## config.mk

```make
export PLATFORM = sky130hd
export DESIGN_NAME = branch_resolve_unit_flat
export DESIGN_NICKNAME = d
export VERILOG_FILES = /design/src/rtl/branch_resolve_if.sv /design/src/rtl/branch_resolve_unit.sv /design/src/flat_wrapper.sv
export SDC_FILE = /design/constraint.sdc
export NUM_CORES = 1
export LEC_CHECK = 0
export CAP_MARGIN = 20
export CORE_MARGIN = 1.5
export CORE_UTILIZATION = 48
export CTS_CLUSTER_DIAMETER = 80
export DETAILED_ROUTE_END_ITERATION = 10
export PLACE_DENSITY = 0.85
export SLEW_MARGIN = 30
export SYNTH_ARGS = -nofsm -noshare
export SYNTH_HDL_FRONTEND = slang
export SYNTH_SLANG_ARGS = --single-unit
export TNS_END_PERCENT = 10
```

## constraint.sdc

```tcl
create_clock -name clk -period 3.67 [get_ports clk]
set_input_delay 0.734 -clock clk [delete_from_list [all_inputs] [get_ports clk]]
set_output_delay 0.734 -clock clk [all_outputs]
set_load 0.02 [all_outputs]
```

## src/rtl/branch_resolve_if.sv

```systemverilog
// ----------------------------------------------------------------------------
// branch_resolve_if
// Bundle between the pipeline and the branch resolve unit.
//   master : pipeline side. Drives the EX-stage branch (ex_*), the flush and
//            the fetch lookup PC. Receives the prediction and the result.
//   slave  : branch_resolve_unit side. Receives the EX-stage branch and the
//            lookup PC. Drives if_pred_taken and the registered res_* result.
// ----------------------------------------------------------------------------
interface branch_resolve_if #(
    parameter int XLEN = 32
);
    logic            ex_valid;
    logic            ex_is_branch;
    logic [2:0]      ex_funct3;
    logic [XLEN-1:0] ex_a;
    logic [XLEN-1:0] ex_b;
    logic [XLEN-1:0] ex_pc;
    logic [XLEN-1:0] ex_target;
    logic            ex_pred_taken;
    logic            flush;
    logic [XLEN-1:0] if_pc;
    logic            if_pred_taken;
    logic            res_valid;
    logic            res_taken;
    logic            res_mispredict;
    logic [XLEN-1:0] res_redirect_pc;
    logic            res_illegal;

    modport master (
        output ex_valid, ex_is_branch, ex_funct3, ex_a, ex_b, ex_pc,
               ex_target, ex_pred_taken, flush, if_pc,
        input  if_pred_taken, res_valid, res_taken, res_mispredict,
               res_redirect_pc, res_illegal
    );

    modport slave (
        input  ex_valid, ex_is_branch, ex_funct3, ex_a, ex_b, ex_pc,
               ex_target, ex_pred_taken, flush, if_pc,
        output if_pred_taken, res_valid, res_taken, res_mispredict,
               res_redirect_pc, res_illegal
    );
endinterface

```

## src/rtl/branch_resolve_unit.sv

```systemverilog
// ----------------------------------------------------------------------------
// branch_resolve_unit
// Resolves the RV32I/RV64I B-type condition of the EX-stage instruction,
// compares it with the fetch-time prediction and reports the outcome,
// mispredict and correct next PC one cycle later. Owns a table of 2-bit
// saturating counters that fetch reads combinationally and that every
// resolved legal branch trains.
//
// Ports:
//   clk  - clock
//   rst  - synchronous active-high reset
//   bus  - branch_resolve_if.slave: ex_* / flush / if_pc in,
//          if_pred_taken (combinational) and res_* (registered) out
//
// Optional build macro BRU_BHT_BYPASS_EN: when defined, a fetch lookup that
// hits the counter being trained in the same cycle sees the updated value.
// When undefined the lookup always returns the stored (old) counter.
// ----------------------------------------------------------------------------
module branch_resolve_unit #(
    parameter int XLEN        = 32,
    parameter int BHT_ENTRIES = 64
) (
    input logic              clk,
    input logic              rst,
    branch_resolve_if.slave  bus
);
    localparam int BHT_IDX_W = $clog2(BHT_ENTRIES);

    logic [1:0]           bht_r [BHT_ENTRIES];
    logic                 accept_s;
    logic                 taken_s;
    logic                 illegal_s;
    logic                 update_en_s;
    logic [BHT_IDX_W-1:0] ex_idx_s;
    logic [BHT_IDX_W-1:0] if_idx_s;
    logic [1:0]           cnt_old_s;
    logic [1:0]           cnt_new_s;
    logic [XLEN-1:0]      redirect_s;
    logic                 if_pred_s;

    logic                 res_valid_r;
    logic                 res_taken_r;
    logic                 res_mispredict_r;
    logic [XLEN-1:0]      res_redirect_pc_r;
    logic                 res_illegal_r;

    assign accept_s = bus.ex_valid && !bus.flush;
    assign ex_idx_s = bus.ex_pc[BHT_IDX_W+1:2];
    assign if_idx_s = bus.if_pc[BHT_IDX_W+1:2];

    // Branch condition evaluation keyed on funct3.
    always_comb begin
        taken_s   = 1'b0;
        illegal_s = 1'b0;
        if (bus.ex_is_branch) begin
            case (bus.ex_funct3)
                3'b000:  taken_s = (bus.ex_a == bus.ex_b);
                3'b001:  taken_s = (bus.ex_a != bus.ex_b);
                3'b100:  taken_s = ($signed(bus.ex_a) <  $signed(bus.ex_b));
                3'b101:  taken_s = ($signed(bus.ex_a) >= $signed(bus.ex_b));
                3'b110:  taken_s = (bus.ex_a <  bus.ex_b);
                3'b111:  taken_s = (bus.ex_a >= bus.ex_b);
                3'b010,
                3'b011:  illegal_s = 1'b1;
                default: begin
                    taken_s   = 1'b0;
                    illegal_s = 1'b0;
                end
            endcase
        end else begin
            taken_s   = 1'b0;
            illegal_s = 1'b0;
        end
    end

    // Next PC: target when taken, fall-through otherwise (wraps naturally).
    assign redirect_s = taken_s ? bus.ex_target : (bus.ex_pc + XLEN'(4));

    // Saturating counter step for the entry addressed by the EX-stage PC.
    always_comb begin
        cnt_old_s = bht_r[ex_idx_s];
        if (taken_s) begin
            cnt_new_s = (cnt_old_s == 2'b11) ? 2'b11 : (cnt_old_s + 2'd1);
        end else begin
            cnt_new_s = (cnt_old_s == 2'b00) ? 2'b00 : (cnt_old_s - 2'd1);
        end
    end

    assign update_en_s = accept_s && bus.ex_is_branch && !illegal_s;

    // Fetch-side prediction lookup, optionally forwarding a same-cycle update.
    always_comb begin
`ifdef BRU_BHT_BYPASS_EN
        if (update_en_s && (if_idx_s == ex_idx_s)) begin
            if_pred_s = cnt_new_s[1];
        end else begin
            if_pred_s = bht_r[if_idx_s][1];
        end
`else
        if_pred_s = bht_r[if_idx_s][1];
`endif
    end

    assign bus.if_pred_taken = if_pred_s;

    // Branch history table: reset to weakly not-taken, train on legal branches.
    always_ff @(posedge clk) begin
        if (rst) begin
            for (int i = 0; i < BHT_ENTRIES; i++) begin
                bht_r[i] <= 2'b01;
            end
        end else if (update_en_s) begin
            bht_r[ex_idx_s] <= cnt_new_s;
        end
    end

    // Result registers: valid follows accept, payload holds when idle.
    always_ff @(posedge clk) begin
        if (rst) begin
            res_valid_r       <= 1'b0;
            res_taken_r       <= 1'b0;
            res_mispredict_r  <= 1'b0;
            res_redirect_pc_r <= '0;
            res_illegal_r     <= 1'b0;
        end else begin
            res_valid_r <= accept_s;
            if (accept_s) begin
                res_taken_r       <= taken_s;
                res_mispredict_r  <= (taken_s != bus.ex_pred_taken);
                res_redirect_pc_r <= redirect_s;
                res_illegal_r     <= illegal_s;
            end
        end
    end

    assign bus.res_valid       = res_valid_r;
    assign bus.res_taken       = res_taken_r;
    assign bus.res_mispredict  = res_mispredict_r;
    assign bus.res_redirect_pc = res_redirect_pc_r;
    assign bus.res_illegal     = res_illegal_r;

endmodule

```

## src/flat_wrapper.sv

```systemverilog
// flat-port wrapper written by rule: the top's interface ports become plain ports
module branch_resolve_unit_flat 
#(
    parameter int XLEN        = 32,
    parameter int BHT_ENTRIES = 64
)
  (clk, rst, bus_ex_valid, bus_ex_is_branch, bus_ex_funct3, bus_ex_a, bus_ex_b, bus_ex_pc, bus_ex_target, bus_ex_pred_taken, bus_flush, bus_if_pc, bus_if_pred_taken, bus_res_valid, bus_res_taken, bus_res_mispredict, bus_res_redirect_pc, bus_res_illegal);
  branch_resolve_if #(.XLEN(XLEN)) bus_i ();
  input logic clk;
  input logic rst;
  input wire logic [$bits(bus_i.ex_valid)-1:0] bus_ex_valid;
  input wire logic [$bits(bus_i.ex_is_branch)-1:0] bus_ex_is_branch;
  input wire logic [$bits(bus_i.ex_funct3)-1:0] bus_ex_funct3;
  input wire logic [$bits(bus_i.ex_a)-1:0] bus_ex_a;
  input wire logic [$bits(bus_i.ex_b)-1:0] bus_ex_b;
  input wire logic [$bits(bus_i.ex_pc)-1:0] bus_ex_pc;
  input wire logic [$bits(bus_i.ex_target)-1:0] bus_ex_target;
  input wire logic [$bits(bus_i.ex_pred_taken)-1:0] bus_ex_pred_taken;
  input wire logic [$bits(bus_i.flush)-1:0] bus_flush;
  input wire logic [$bits(bus_i.if_pc)-1:0] bus_if_pc;
  output wire logic [$bits(bus_i.if_pred_taken)-1:0] bus_if_pred_taken;
  output wire logic [$bits(bus_i.res_valid)-1:0] bus_res_valid;
  output wire logic [$bits(bus_i.res_taken)-1:0] bus_res_taken;
  output wire logic [$bits(bus_i.res_mispredict)-1:0] bus_res_mispredict;
  output wire logic [$bits(bus_i.res_redirect_pc)-1:0] bus_res_redirect_pc;
  output wire logic [$bits(bus_i.res_illegal)-1:0] bus_res_illegal;
  assign bus_i.ex_valid = bus_ex_valid;
  assign bus_i.ex_is_branch = bus_ex_is_branch;
  assign bus_i.ex_funct3 = bus_ex_funct3;
  assign bus_i.ex_a = bus_ex_a;
  assign bus_i.ex_b = bus_ex_b;
  assign bus_i.ex_pc = bus_ex_pc;
  assign bus_i.ex_target = bus_ex_target;
  assign bus_i.ex_pred_taken = bus_ex_pred_taken;
  assign bus_i.flush = bus_flush;
  assign bus_i.if_pc = bus_if_pc;
  assign bus_if_pred_taken = bus_i.if_pred_taken;
  assign bus_res_valid = bus_i.res_valid;
  assign bus_res_taken = bus_i.res_taken;
  assign bus_res_mispredict = bus_i.res_mispredict;
  assign bus_res_redirect_pc = bus_i.res_redirect_pc;
  assign bus_res_illegal = bus_i.res_illegal;
  branch_resolve_unit #(.XLEN(XLEN), .BHT_ENTRIES(BHT_ENTRIES)) u_core (.clk(clk), .rst(rst), .bus(bus_i));
endmodule
```

-- After elaboration in Yosys (flattened, before gate mapping)
Memories as Yosys holds them, arrays and structs flattened.
Cells that the tools add are included.
- word-level logic and storage cells: 49
- output and inout port bits: 37
- bits in read-only memories: 0
- memories kept: 1
- input port bits: 169
- latch bits: 0
- bits in registers: 36
- bits in writable memories: 128
- equal/unequal tests: 11
- multiply operators: 0
- reductions and logical operators: 9
- divide/modulo/power cells: 0
- add/subtract/negate cells: 3
- magnitude comparators: 4
- shift operators: 0
- bitwise logic cells: 0
- multiplexer cells: 16
- memory list (name ; depth ; width ; read ports ; clocked after memory_dff ; wr ports ; line ; text):
    u_core.bht_r ; 64 ; 2 ; 2 ; 0 ; 64 ; branch_resolve_unit.sv:29 ; logic [1:0] bht_r [BHT_ENTRIES];
- operators with widths (cell ; count):
    32-bit greater-or-equal comparator ; 2
    32-bit less-than comparator ; 2
    32-bit by 3-bit adder with 32-bit output, second input constant ; 1
    32-bit equality test ; 1
    32-bit 2-to-1 mux ; 1
    32-bit inequality test ; 1
    3-bit equality test, second input constant ; 4
    1-bit 2-to-1 mux ; 9
    2-bit 2-to-1 mux ; 4
    3-bit by 2-bit equality test with 1-bit output, second input constant ; 2
    6-bit 2-to-1 mux ; 1
    1-bit one-hot mux with 6 select lines ; 1
    2-bit OR reduction ; 2
    3-bit by 1-bit equality test with 1-bit output, second input constant ; 1
    1-bit logical AND ; 3
    3-bit logical NOT ; 1
    2-bit by 1-bit adder with 2-bit output, second input constant ; 1
    2-bit equality test, second input constant ; 1
    1-bit logical NOT ; 2
    2-bit logical NOT ; 1
    2-bit by 1-bit subtractor with 2-bit output, second input constant ; 1
    1-bit inequality test ; 1

-- Longest topological paths before layout
- depth in word-level cells: 11
- mapped depth: 13
- depth with buffers taken out: 10

-- Worst setup path after synthesis
OpenSTA, ideal clock, no wires.
- path kind: input -> output
- start: input port bus_if_pc[2]
- end: output port bus_if_pred_taken
- buffers on the path: 2
- stages on the path: 5
- arrival time: 3.215 ns
- data required time: 2.936 ns
- slack: -0.279 ns
- cell sequence: clkbuf_1 -> buf_1 -> mux4_2 -> mux4_2 -> mux4_2
- cells in the longest elaborated chain, start to end: 1
- ends and longest elaborated chain (what ; line ; text):
    start, declared ; flat_wrapper.sv:20 ; input wire logic [$bits(bus_i.if_pc)-1:0] bus_if_pc;
    memory read 64 x 2 bit ; -- ;
    end, declared ; flat_wrapper.sv:21 ; output wire logic [$bits(bus_i.if_pred_taken)-1:0] bus_if_pred_taken;
Every way passes these cells.

-- Final worst setup path
Ends and elaborated chain as after synthesis.

==> reports/metrics.cfg <==
[place]
post-dp-hpwl_mm=22.94
io_buffers=179
dpl_cell_area_um2=13080
globalplace.congestion=0.9317

[floorplan]
initial_core_util=0.4880
die_w_um=151.7
die_area_um2=23020
core.rowCount=54
pin_count=206
die_h_um=151.7
coreArea_um2=21760

[timing]
final-hold-violation-count=0
slew_violations=0
final.setup.tns_ns=0
fin_skew_ns=0.01289
slew_headroom=0.4217
tightest_slew_ns=0.8675
setup_viol=0
rsz0062_at_grt=no
fin_crit_ns=3.641
clock.fmax_mhz=274.7
fin_crit_sh=0.9921

[yosys]
synth_ff_type=edfxtp_1
synth_area_per_cell_um2=9.951
ys_seq_area_frac=0.4299
async_reset_ff_frac=0
yosys_warnings=0
ys_types=64
syn_inst=1067
synth_fp_nets=1269
synth_seq_cells=164
netlist_area_um2=10620
synth-edff-count=128

[finish]
layout_common_cells=173 x clkdlybuf4s50_1, 128 x edfxtp_1, 120 x nor2_1, 113 x nand2_1, 70 x buf_4
fin_area_um2=13680
drive_above_1_share=0.1626
layout_commonest_cell=clkdlybuf4s50_1
nNetsFinal=1462
final_util=0.6286
antennaDiodeCount=0
areaGrowthSynthToFinish_pct=28.80

[worst_hold_path]
hold_depth=2
hold_class=reg -> reg

[drt]
ant_nets=0
via_per_inst=6.168
drt-total-wl_mm=31.91
firstDrtPassIters=8
drcViolationCount=0
drt_iter0_drc=1004
wl_per_cell_um=20.55
via_count=9579

[power]
leakage_nw=4.822
p_per_area_nw_per_um2=353.6
vdd_ir_drop_max_v=0.0003525

[worst_setup_path]
cp-end-kind=output port
crit_required_ns=2.94
cp_data_arrival_time_ns=2.91
startpoint_type=input port
path_class=in -> out
crit_fanout=8
worst_r2r_path_depth=10

[global_route]
grt_pass1_wl_mm=49.91
antenna_found_initial=0
overflow=0
grt_use_total=0.2862
grt_max_degree=126
grt_pass1_vias=9467

[cts]
cts_buffer_depth=2
clock-sinks=164
insertion_delay_ns=0.44
h-tree-depth=4
cts_tree=built
root_buffer=clkbuf_16
clkTransAtPathRegs_ns=0.07
cts_hold_buffers=0
numCtsBuffers=17

[run_status]
outcome=finished clean

[run]
maxCapViolCount=0

==> cells in the mapped netlist (all sizes together), types with 3 or more instances <==
cell type  instances  area [µm²]
edfxtp           128        3844
nor2             122       462.9
nand2            113       424.2
nand3             51       260.3
buf               49       336.6
nand2b            48       300.3
clkbuf            42       157.7
mux4              40       900.9
o21ai             39       202.7
dfxtp             36       720.7
inv               36       135.1
ha                33       412.9
nand3b            32       240.2
nor3              32       160.2
nor3b             32       240.2
o311ai            26       227.7
or2               24       150.1
mux2i             22       220.2
a21oi             19       106.4
xor2              17       148.9
and3              16       100.1
nand4             10       62.56
xnor2             10       87.58
a22oi              7       52.55
nor2b              7       43.79
o211ai             6       45.04
a311oi             5       43.79
and2               5       31.28
o21bai             5       37.54
a221oi             4       35.03
and3b              4       35.03
and4               4       37.54
mux2               4       45.04
nor4               4       31.28
o22ai              4       25.02
or3                4       25.02
a21o               3       22.52
a31oi              3       18.77
or3b               3       26.28
==> final timing paths <==
kind,startpoint,endpoint,slack [ns]
max,bus_if_pc[2],bus_if_pred_taken,0.03
min,u_core.bus.res_taken$_SDFFE_PP0P_,u_core.bus.res_taken$_SDFFE_PP0P_,0.46
max reg2reg,u_core.bht_r[3][1]$_SDFFCE_PN0P_,u_core.bht_r[57][1]$_SDFFCE_PN0P_,0.71
min reg2reg,u_core.bus.res_taken$_SDFFE_PP0P_,u_core.bus.res_taken$_SDFFE_PP0P_,0.46
==> layout make-up <==
type	instances	area, µm²
inverter	36	135.1
clock buffer	18	429.2
tap	280	350.3
sequential	164	4564
clock inverter	14	130.1
multi-input combinational	776	5449
fill	1681	8080
timing repair buffer	265	2618
==> logic make-up after synthesis <==
family | synth area share
simple gates | 0.2478
xor+xnor | 0.02227
mux | 0.1098
buf+inv | 0.05927
fa+ha+maj | 0.03889
flops | 0.4299
compound gates | 0.09203
==> metal layers <==
metal | global-route usage | vias up | wire (µm)
li1 | - | 4285 | -
met1 | 0.3430 | 4498 | 11290
met2 | 0.4735 | 694 | 15270
met3 | 0.08144 | 102 | 3976
met4 | 0.1375 | 0 | 1374
met5 | 0 | - | 0
==> where the power goes <==
group	total [mW]	switching [mW]	internal, mW
logic	1.02	0.524	0.493
clock network	1.72	0.779	0.939
registers	2.10	0.0415	2.06
==> registers in the layout (all words and copies together) (netlist names) <==
register	flops
u_core.bus.res_illegal	1
u_core.bus.res_redirect_pc	32
u_core.bht_r	128
u_core.bus.res_valid	1
u_core.bus.res_taken	1
u_core.bus.res_mispredict	1
==> what timing repair did <==
| item | CTS | global route |
|---|---|---|
| setup endpoints to repair | 1 | 22 |
| resized for setup | 7 | 2 |
| buffers inserted | 0 | 0 |
| endpoints found under the hold margin | 0 | 0 |
| cloned | 1 | 0 |
==> worst max-delay path, cell delays in order <==
cell and delay (ns):
clkdlybuf4s15_2 0.24, bufbuf_16 0.31, mux4_2 0.50, mux4_2 0.50
mux4_2 0.46, buf_2 0.17
==> through the flow <==
stage                     total power, mW  setup slack (ns)  std cells  hold WS, ns
final                               4.836           0.02916       1553       0.4633
after global placement              3.105           -0.5498       1520       0.4456
after floorplan                     2.656           0.05842       1067       0.5345
after global routing                4.979          0.005219       1553       0.5066
after detailed placement            3.128           -0.5483       1520       0.4515
after CTS                           4.821           0.03094       1553       0.4640
Note: power is estimated with default switching activity, not from simulation.
